## src/rtl/div_unit_pkg.sv

```systemverilog
// Shared definitions for the RV32M divider: FSM state encoding, op codes
// (funct3[1:0]) and small op-decode helpers.
package div_unit_pkg;

    localparam int XLEN_DEF  = 32;
    localparam int CNT_W_DEF = 6;

    // Divider control states
    typedef enum logic [1:0] {
        S_IDLE = 2'd0,
        S_CALC = 2'd1,
        S_DONE = 2'd2
    } div_state_e;

    // Operation codes, identical to funct3[1:0] of the M-extension divides
    localparam logic [1:0] OP_DIV  = 2'b00;
    localparam logic [1:0] OP_DIVU = 2'b01;
    localparam logic [1:0] OP_REM  = 2'b10;
    localparam logic [1:0] OP_REMU = 2'b11;

    // Signed variants have funct3[0] clear
    function automatic logic op_is_signed(input logic [1:0] op);
        return ~op[0];
    endfunction

    // Remainder variants have funct3[1] set
    function automatic logic op_is_rem(input logic [1:0] op);
        return op[1];
    endfunction

endpackage

```

## src/rtl/div_unit_step.sv

```systemverilog
// One radix-2 restoring division iteration, purely combinational.
// The partial remainder is shifted left with the next dividend bit, the
// divisor is trial-subtracted, and the quotient LSB records whether the
// subtraction was kept.
module div_step #(
    parameter int XLEN = 32
) (
    input  logic [XLEN-1:0] rem_in,
    input  logic [XLEN-1:0] quo_in,
    input  logic [XLEN-1:0] divisor,
    output logic [XLEN-1:0] rem_out,
    output logic [XLEN-1:0] quo_out
);

    // Shifted remainder needs one extra bit: rem < divisor <= 2^XLEN-1
    logic [XLEN:0]   rem_sh_s;
    // One more bit again so the MSB acts as the borrow flag
    logic [XLEN+1:0] diff_s;

    // Trial subtraction and restore/keep selection
    always_comb begin
        rem_sh_s = {rem_in, quo_in[XLEN-1]};
        diff_s   = {1'b0, rem_sh_s} - {2'b00, divisor};
        rem_out  = rem_sh_s[XLEN-1:0];
        quo_out  = {quo_in[XLEN-2:0], 1'b0};
        if (diff_s[XLEN+1] == 1'b0) begin
            rem_out = diff_s[XLEN-1:0];
            quo_out = {quo_in[XLEN-2:0], 1'b1};
        end else begin
            rem_out = rem_sh_s[XLEN-1:0];
            quo_out = {quo_in[XLEN-2:0], 1'b0};
        end
    end

endmodule

```

## src/rtl/div_unit.sv

```systemverilog
// Multi-cycle RV32M divider (DIV/DIVU/REM/REMU) for the execute stage.
// Restoring division on operand magnitudes, one quotient bit per cycle,
// followed by sign fix-up and RISC-V special-case override.
// Optional build macro DIV_FAST_SPECIAL_EN: divide-by-zero and signed
// overflow skip the iteration phase and finish one cycle after issue.
module div_unit
    import div_unit_pkg::*;
#(
    parameter int XLEN  = XLEN_DEF,
    parameter int CNT_W = CNT_W_DEF
) (
    input  logic            clk,
    input  logic            reset_n,
    input  logic            start,
    input  logic            kill,
    input  logic [1:0]      op,
    input  logic [XLEN-1:0] data1,
    input  logic [XLEN-1:0] data2,
    output logic            busy,
    output logic            valid_out,
    output logic [XLEN-1:0] result
);

    localparam logic [XLEN-1:0] ONE_C     = {{(XLEN-1){1'b0}}, 1'b1};
    localparam logic [XLEN-1:0] ZERO_C    = {XLEN{1'b0}};
    localparam logic [XLEN-1:0] ONES_C    = {XLEN{1'b1}};
    localparam logic [XLEN-1:0] INT_MIN_C = {1'b1, {(XLEN-1){1'b0}}};

    // Two's complement negate when requested; |INT_MIN| stays 2^(XLEN-1)
    function automatic logic [XLEN-1:0] cond_neg(input logic [XLEN-1:0] v,
                                                 input logic            neg);
        return neg ? (~v + ONE_C) : v;
    endfunction

    div_state_e      state_q, state_d;
    logic [CNT_W-1:0] cnt_q, cnt_d;
    logic [XLEN-1:0] rem_q, rem_d;
    logic [XLEN-1:0] quo_q, quo_d;
    logic [XLEN-1:0] dvs_q, dvs_d;
    logic [XLEN-1:0] dvd_q, dvd_d;
    logic [1:0]      op_q, op_d;
    logic            qneg_q, qneg_d;
    logic            rneg_q, rneg_d;
    logic            div0_q, div0_d;
    logic            ovf_q, ovf_d;
    logic            busy_q, busy_d;
    logic            valid_q, valid_d;
    logic [XLEN-1:0] result_q, result_d;

    logic            sgn_s;
    logic            neg1_s;
    logic            neg2_s;
    logic            div0_s;
    logic            ovf_s;
    logic [XLEN-1:0] step_rem_s;
    logic [XLEN-1:0] step_quo_s;
    logic [XLEN-1:0] final_s;

    div_step #(
        .XLEN (XLEN)
    ) u_step (
        .rem_in  (rem_q),
        .quo_in  (quo_q),
        .divisor (dvs_q),
        .rem_out (step_rem_s),
        .quo_out (step_quo_s)
    );

    // Decode issue-time operand properties from the incoming operands
    always_comb begin
        sgn_s  = op_is_signed(op);
        neg1_s = sgn_s & data1[XLEN-1];
        neg2_s = sgn_s & data2[XLEN-1];
        div0_s = (data2 == ZERO_C);
        ovf_s  = sgn_s & (data1 == INT_MIN_C) & (data2 == ONES_C);
    end

    // Sign fix-up and special-case override of the latched operation
    always_comb begin
        final_s = ZERO_C;
        if (op_is_rem(op_q)) begin
            if (div0_q) begin
                final_s = dvd_q;
            end else if (ovf_q) begin
                final_s = ZERO_C;
            end else begin
                final_s = cond_neg(rem_q, rneg_q);
            end
        end else begin
            if (div0_q) begin
                final_s = ONES_C;
            end else if (ovf_q) begin
                final_s = INT_MIN_C;
            end else begin
                final_s = cond_neg(quo_q, qneg_q);
            end
        end
    end

    // FSM next state, iteration datapath and output next values
    always_comb begin
        state_d  = state_q;
        cnt_d    = cnt_q;
        rem_d    = rem_q;
        quo_d    = quo_q;
        dvs_d    = dvs_q;
        dvd_d    = dvd_q;
        op_d     = op_q;
        qneg_d   = qneg_q;
        rneg_d   = rneg_q;
        div0_d   = div0_q;
        ovf_d    = ovf_q;
        valid_d  = 1'b0;
        result_d = result_q;
        case (state_q)
            S_IDLE: begin
                if (start && !kill) begin
                    op_d   = op;
                    dvd_d  = data1;
                    quo_d  = cond_neg(data1, neg1_s);
                    dvs_d  = cond_neg(data2, neg2_s);
                    rem_d  = ZERO_C;
                    qneg_d = neg1_s ^ neg2_s;
                    rneg_d = neg1_s;
                    div0_d = div0_s;
                    ovf_d  = ovf_s;
                    cnt_d  = CNT_W'(XLEN);
`ifdef DIV_FAST_SPECIAL_EN
                    if (div0_s || ovf_s) begin
                        state_d = S_DONE;
                    end else begin
                        state_d = S_CALC;
                    end
`else
                    state_d = S_CALC;
`endif
                end else begin
                    state_d = S_IDLE;
                end
            end
            S_CALC: begin
                if (kill) begin
                    state_d = S_IDLE;
                end else begin
                    rem_d = step_rem_s;
                    quo_d = step_quo_s;
                    cnt_d = cnt_q - {{(CNT_W-1){1'b0}}, 1'b1};
                    if (cnt_q == {{(CNT_W-1){1'b0}}, 1'b1}) begin
                        state_d = S_DONE;
                    end else begin
                        state_d = S_CALC;
                    end
                end
            end
            S_DONE: begin
                if (kill) begin
                    state_d = S_IDLE;
                end else begin
                    result_d = final_s;
                    valid_d  = 1'b1;
                    state_d  = S_IDLE;
                end
            end
            default: begin
                state_d = S_IDLE;
            end
        endcase
        busy_d = (state_d != S_IDLE);
    end

    // State, datapath and output registers
    always_ff @(posedge clk or negedge reset_n) begin
        if (!reset_n) begin
            state_q  <= S_IDLE;
            cnt_q    <= {CNT_W{1'b0}};
            rem_q    <= ZERO_C;
            quo_q    <= ZERO_C;
            dvs_q    <= ZERO_C;
            dvd_q    <= ZERO_C;
            op_q     <= 2'b00;
            qneg_q   <= 1'b0;
            rneg_q   <= 1'b0;
            div0_q   <= 1'b0;
            ovf_q    <= 1'b0;
            busy_q   <= 1'b0;
            valid_q  <= 1'b0;
            result_q <= ZERO_C;
        end else begin
            state_q  <= state_d;
            cnt_q    <= cnt_d;
            rem_q    <= rem_d;
            quo_q    <= quo_d;
            dvs_q    <= dvs_d;
            dvd_q    <= dvd_d;
            op_q     <= op_d;
            qneg_q   <= qneg_d;
            rneg_q   <= rneg_d;
            div0_q   <= div0_d;
            ovf_q    <= ovf_d;
            busy_q   <= busy_d;
            valid_q  <= valid_d;
            result_q <= result_d;
        end
    end

    assign busy      = busy_q;
    assign valid_out = valid_q;
    assign result    = result_q;

endmodule

```

## config.mk

```make
export PLATFORM = sky130hd
export DESIGN_NAME = div_unit
export DESIGN_NICKNAME = d
export VERILOG_FILES = /design/src/rtl/div_unit_pkg.sv /design/src/rtl/div_unit_step.sv /design/src/rtl/div_unit.sv
export SDC_FILE = /design/constraint.sdc
export NUM_CORES = 1
export LEC_CHECK = 0
export ABC_AREA = 1
export CORE_ASPECT_RATIO = 0.5
export CORE_MARGIN = 1
export CORE_UTILIZATION = 40
export CTS_CLUSTER_DIAMETER = 30
export DETAILED_ROUTE_END_ITERATION = 10
export MAX_ROUTING_LAYER = met4
export PLACE_DENSITY = 0.65
export SLEW_MARGIN = 25
export SYNTH_ARGS = -nofsm -noshare
export SYNTH_HDL_FRONTEND = slang
export SYNTH_SLANG_ARGS = --single-unit
```

## constraint.sdc

```tcl
create_clock -name clk -period 2.75 [get_ports clk]
set_input_delay 0.55 -clock clk [delete_from_list [all_inputs] [get_ports clk]]
set_output_delay 0.55 -clock clk [all_outputs]
set_load 0.05 [all_outputs]
```

=== Word level (Yosys, flattened, before mapping) ===
Cells that the tools add are included.

* Memories kept: 0
* Bits in writable memories: 0
* Latch bits: 0
* Input port bits: 70
* Output and inout port bits: 34
* Logic and storage cells: 73
* Memory bits (read-only): 0
* Bits in registers: 176

* Bitwise logic cells: 11
* Shifts and indexed selects: 0
* Multiply operators: 0
* Multiplexer cells: 26
* $lt $le $gt $ge: 0
* Div/mod/pow operators: 0
* Add/sub/neg operators: 6
* Reductions and logical operators: 9
* Equal/unequal tests: 7

{| class="wikitable"
|+ Operators by type and width
! cell !! number
|-
| $mux W32 || 14
|-
| $add A32 B1 Y32 const B || 4
|-
| $not A32 Y32 || 4
|-
| $pmux W32 S2 || 2
|-
| $eq A32 B32 Y1 const B || 2
|-
| $sub A33 B32 Y34 || 1
|-
| $logic_not A32 Y1 || 1
|-
| $mux W6 || 2
|-
| $pmux W6 S2 || 1
|-
| $eq A6 B1 Y1 const B || 1
|-
| $sub A6 B1 Y6 const B || 1
|-
| $and A1 B1 Y1 || 4
|-
| $mux W1 || 4
|-
| $mux W2 || 2
|-
| $ne A2 B2 Y1 const B || 2
|-
| $pmux W2 S2 || 1
|-
| $reduce_and A2 Y1 || 2
|-
| $reduce_bool A2 Y1 || 2
|-
| $reduce_and A3 Y1 || 1
|-
| $eq A2 B1 Y1 const B || 1
|-
| $eq A2 B2 Y1 const B || 1
|-
| $logic_not A2 Y1 || 1
|-
| $not A1 Y1 || 2
|-
| $logic_and A1 B1 Y1 || 1
|-
| other kinds (2) || 2
|}

=== Logic depth before layout (Yosys ltp) ===
* Word-level depth: 6
* Gate-level depth with buffers: 17
* Depth with buffers taken out: 16

=== Hierarchy ===
From an unflattened synthesis, not the netlist that was laid out.

* Cells, all modules: 2304
* Area total of the unflattened synthesis: 14555.2 um^2

{| class="wikitable"
|+ By module, submodules not included
! module !! cells each !! area each (um^2) !! instances
|-
| div_unit || 1634 || 11197.0 || 1
|-
| div_step || 670 || 3358.2 || 1
|}

=== Least setup slack after synthesis ===
No wires, ideal clock.

* Path kind: register to register
* Start: register quo_q[31]
* End: register rem_q[18]
* Data arrival time: 1880 ps
* Cell stages (with the launch flop): 17
* Library setup time: 118 ps
* Path buffers: 0
* Path slack: 752 ps
* Clock period less this slack: 1998 ps
* Cells stage by stage: dfrtp_1 -> inv_1 -> ha_1 -> inv_1 -> fa_1 -> nand3_1 -> nand2_1 -> nand2_1 -> nand2_1 -> nand2_1 -> nand2_1 -> nand2_1 -> nand2_1 -> nand2_1 -> nand3_2 -> nand3_1 -> nand2_1

* Longest elaborated chain between the ends: 4

{| class="wikitable"
|+ RTL lines
! element !! line !! RTL
|-
| start: declaration || div_unit.sv:38 || <nowiki>logic [XLEN-1:0] quo_q, quo_d;</nowiki>
|-
| start signal: assignment || div_unit.sv:192 || <nowiki>quo_q <= quo_d;</nowiki>
|-
| $sub A33 B32 Y34 || div_unit_step.sv:23 || <nowiki>diff_s = {1'b0, rem_sh_s} - {2'b00, divisor};</nowiki>
|-
| $mux W32 || div_unit_step.sv:26 || <nowiki>if (diff_s[XLEN+1] == 1'b0) begin</nowiki>
|-
| $mux W32 || div_unit.sv:142 || <nowiki>if (kill) begin</nowiki>
|-
| $pmux W32 S2 || div_unit.sv:115 || <nowiki>case (state_q)</nowiki>
|-
| end signal: assignment || div_unit.sv:191 || <nowiki>rem_q <= rem_d;</nowiki>
|-
| end: declaration || div_unit.sv:37 || <nowiki>logic [XLEN-1:0] rem_q, rem_d;</nowiki>
|}

Every way passes these cells. The select of a mux whose other input is x is not followed.
A chain may end at the register's enable or synchronous reset.

=== Worst setup path in the final report ===
* Start: register rem_q[19]
* End: register rem_q[18]

* Longest elaborated chain between the ends: 4

{| class="wikitable"
|+ RTL lines
! element !! line
|-
| $sub A33 B32 Y34 || div_unit_step.sv:23
|-
| $mux W32 || div_unit_step.sv:26
|-
| $mux W32 || div_unit.sv:142
|-
| $pmux W32 S2 || div_unit.sv:115
|}

Every way passes these cells. The select of a mux whose other input is x is not followed.

==> impl_metrics.toml <==
[status]
outcome = "finished clean"

[critical_path]
cp.required_ps = 3090
crit_type = "flop to flop"
cp-start-kind = "flop"
cp_max_fo = 26
end_kind = "flop"
cp.arrival_ps = 2850

[sta]
period_needed_ps = 2508
tns_ps = 0
fin_crit_sh_pct = 91.19
max_slew.worst_pin.slew_ps = 876.3
holdWs_ps = 72.61
hold_viol = 0
skew_ps = 10.54
max_freq_ghz = 0.3988
final-setup-viol-count = 0
max-slew-margin-rel_pct = 41.51
slew_viol_final = 0
rsz0062_at_grt = "no"

[yosys]
yosys.area.top_type = "dfrtp_1"
synth_warnings = 0
syn_inst = 2227
ys.flop_type = "dfrtp_1"
synth-async-reset-ratio_pct = 100.0
synth-xor-area-share_pct = 2.566
synth_mux_area_share_pct = 0
synth_cell_type_count = 49
ys_ff_latch = 175
synth_top_family_by_area = "simple AND/OR/NAND/NOR gates"
synth_area_per_cell_um2 = 6.285
synth_commonest_cells = "nand2_1, inv_1, nor2_1"
netlist.area_leader.share_pct = 31.29
synth_fa_ha_area_share_pct = 3.630
synth.most_common_cell = "nand2_1"
yosysSeqAreaShare_pct = 31.29
syn_nets = 2337
synth_compound_area_share_pct = 15.73
synth_area_um2 = 14000
synth_edf_count = 0
yosys-top-cells-area = "dfrtp_1, nand2_1, nand3_1"
post_synth_and_or_nand_nor_area_fraction_pct = 36.61

[power]
switching_share_pct = 51.35
power.total_uw = 15790
p_int_uw = 7682
p_comb_share_pct = 57.9
power_frac_clock_pct = 16.1
p_leak_uw = 0.008174
ir_drop_mv = 0.6001
seqPwrFrac_pct = 25.9
p_sw_uw = 8108
power_density_nw_per_um2 = 965.5

[cts]
cts-htree-levels = 4
clkTransAtPathRegs_ps = 70
cts.sinks = 175
clockRootBuffer = "clkbuf_16"
post_cts_buffers = 0
cts_buffer_depth = 2
ctsHoldBuffers = 0
numCtsBuffers = 17
cts_tree = "done"
clk_latency_ps = 460
ctsResizeCount = 0

[placed_design]
dpl.cell_count = 2766
dpl.hpwl_mm = 38.08
io_buffers = 103
gpl.final_weighted_congestion = 0.9963

[die]
die_area_um2 = 35790
io_pins = 104
die-height_um = 134.3
fp.dieW_um = 266.5
core_um2 = 33750
rows = 47
start_util_pct = 41.46

[global_routing]
grt_max_degree = 108
grt_use_total_pct = 28.44
grt_pass1_vias = 13840
grt_pass1_wl_mm = 76.27
grt.overflow.total = 0
antenna_found_initial = 1

[detailed_routing]
post-route-drc-count = 0
drt_first_iter_violations = 1834
dr.pass1.iters = 6
avgRoutedWirePerCell_um = 17.25
vias_per_cell = 5.319
vias = 14890
antenna_left = 0
wirelength_mm = 48.30

[layout]
area_growth_pct = 16.85
final_util_pct = 48.45
layoutNonFillerInstCount = 2799
finalNetCount = 2430
fillers = 3548
layout-drive-gt1-share_pct = 5.572

[hold_path]
min_path_type = "input port to asynchronous set/reset pin"

[flow_run]
cap_viol_max_count = 0
kinds of logic after synthesis:
family                   count (synthesis)
AO/OA/AOI/OAI                          413
XOR/XNOR                                41
flip-flops                             175
AND/OR/NAND/NOR                       1194
adder cells (fa/ha/maj)                 40
buffers and inverters                  364
power groups by stage:
stage / clock (µW) / combinational [µW] / sequential (µW)
final: 2550 / 9150 / 4090
after global routing: 2660 / 10300 / 4170
after CTS: 2550 / 9000 / 4050
after detailed placement: 0 / 8940 / 4080
after global placement: 0 / 8920 / 4090
after floorplan: 0 / 6590 / 3850
path summary, 6_finish.rpt:
check                           cells past startpoint         to  startpoint  slack, ps
min in group clk                                    2  result[0]   result[0]        480
worst min-delay path                                1   dvd_q[8]     reset_n         70
worst max register to register                     10  rem_q[18]   rem_q[19]        240
worst min register to register                      2  result[0]   result[0]        480
worst max-delay path                               10  rem_q[18]   rem_q[19]        240
max in group asynchronous                           2  dvs_q[27]     reset_n       1990
sequential cells by signal, summed over array words and instances (netlist names):
signal and flops:
state_q 2, op_q 1, ovf_q 1, result 32, valid_out 1, cnt_q 6
quo_q 32, div0_q 1, rem_q 32, dvd_q 32, rneg_q 1, busy 1
qneg_q 1, dvs_q 32
per-stage QoR:
stage | setup slack (ps) | area (µm²)
finish | 242.4 | 16350
global route | 75.82 | 16350
CTS | 189.3 | 16340
detailed placement | 113.9 | 15750
global placement | 112.9 | 15750
floorplan | 752.3 | 14000
metal layers:
layer	vias to the layer above	track usage, %	share of wire [%]
li1	7459	-	-
met1	6848	40.79	48
met2	529	40.65	42
met3	53	5.306	8.5
met4	0	7.567	1.9
met5	-	-	0
final cells by class:
cell class	instances	area, µm²	share of cell area, %
clock buffer	21	460.4	2.815
sequential	175	4379	26.78
multi-input combinational	1688	8214	50.23
tap	465	581.8	3.558
timing repair buffer	152	1513	9.249
inverter	286	1074	6.564
antenna	1	2.502	0.01530
clock inverter	11	130.1	0.7957
cells in the final DEF (no fill, tap or decap), types with 11 or more instances in the layout:
cell and n:
a21oi_1 139, a31oi_1 14, buf_4 40, clkbuf_16 17, clkdlybuf4s50_1 102, dfrtp_1 175, ha_1 39, inv_1 270
inv_2 11, nand2_1 596, nand3_1 240, nand4_1 50, nor2_1 242, nor3_1 15, o211ai_1 11, o21ai_0 193
o21ai_1 27, xnor2_1 14, xor2_1 27
critical path: stages (launching register included):
cell	delay [ps]
dfrtp_1	480
ha_1	420
nand2_1	100
nand2_1	110
a21oi_2	210
o21ai_2	110
a21oi_4	330
buf_4	340
nand3_1	140
nand3_1	110
nand2_1	50
Power figures use the tool's default switching activity.
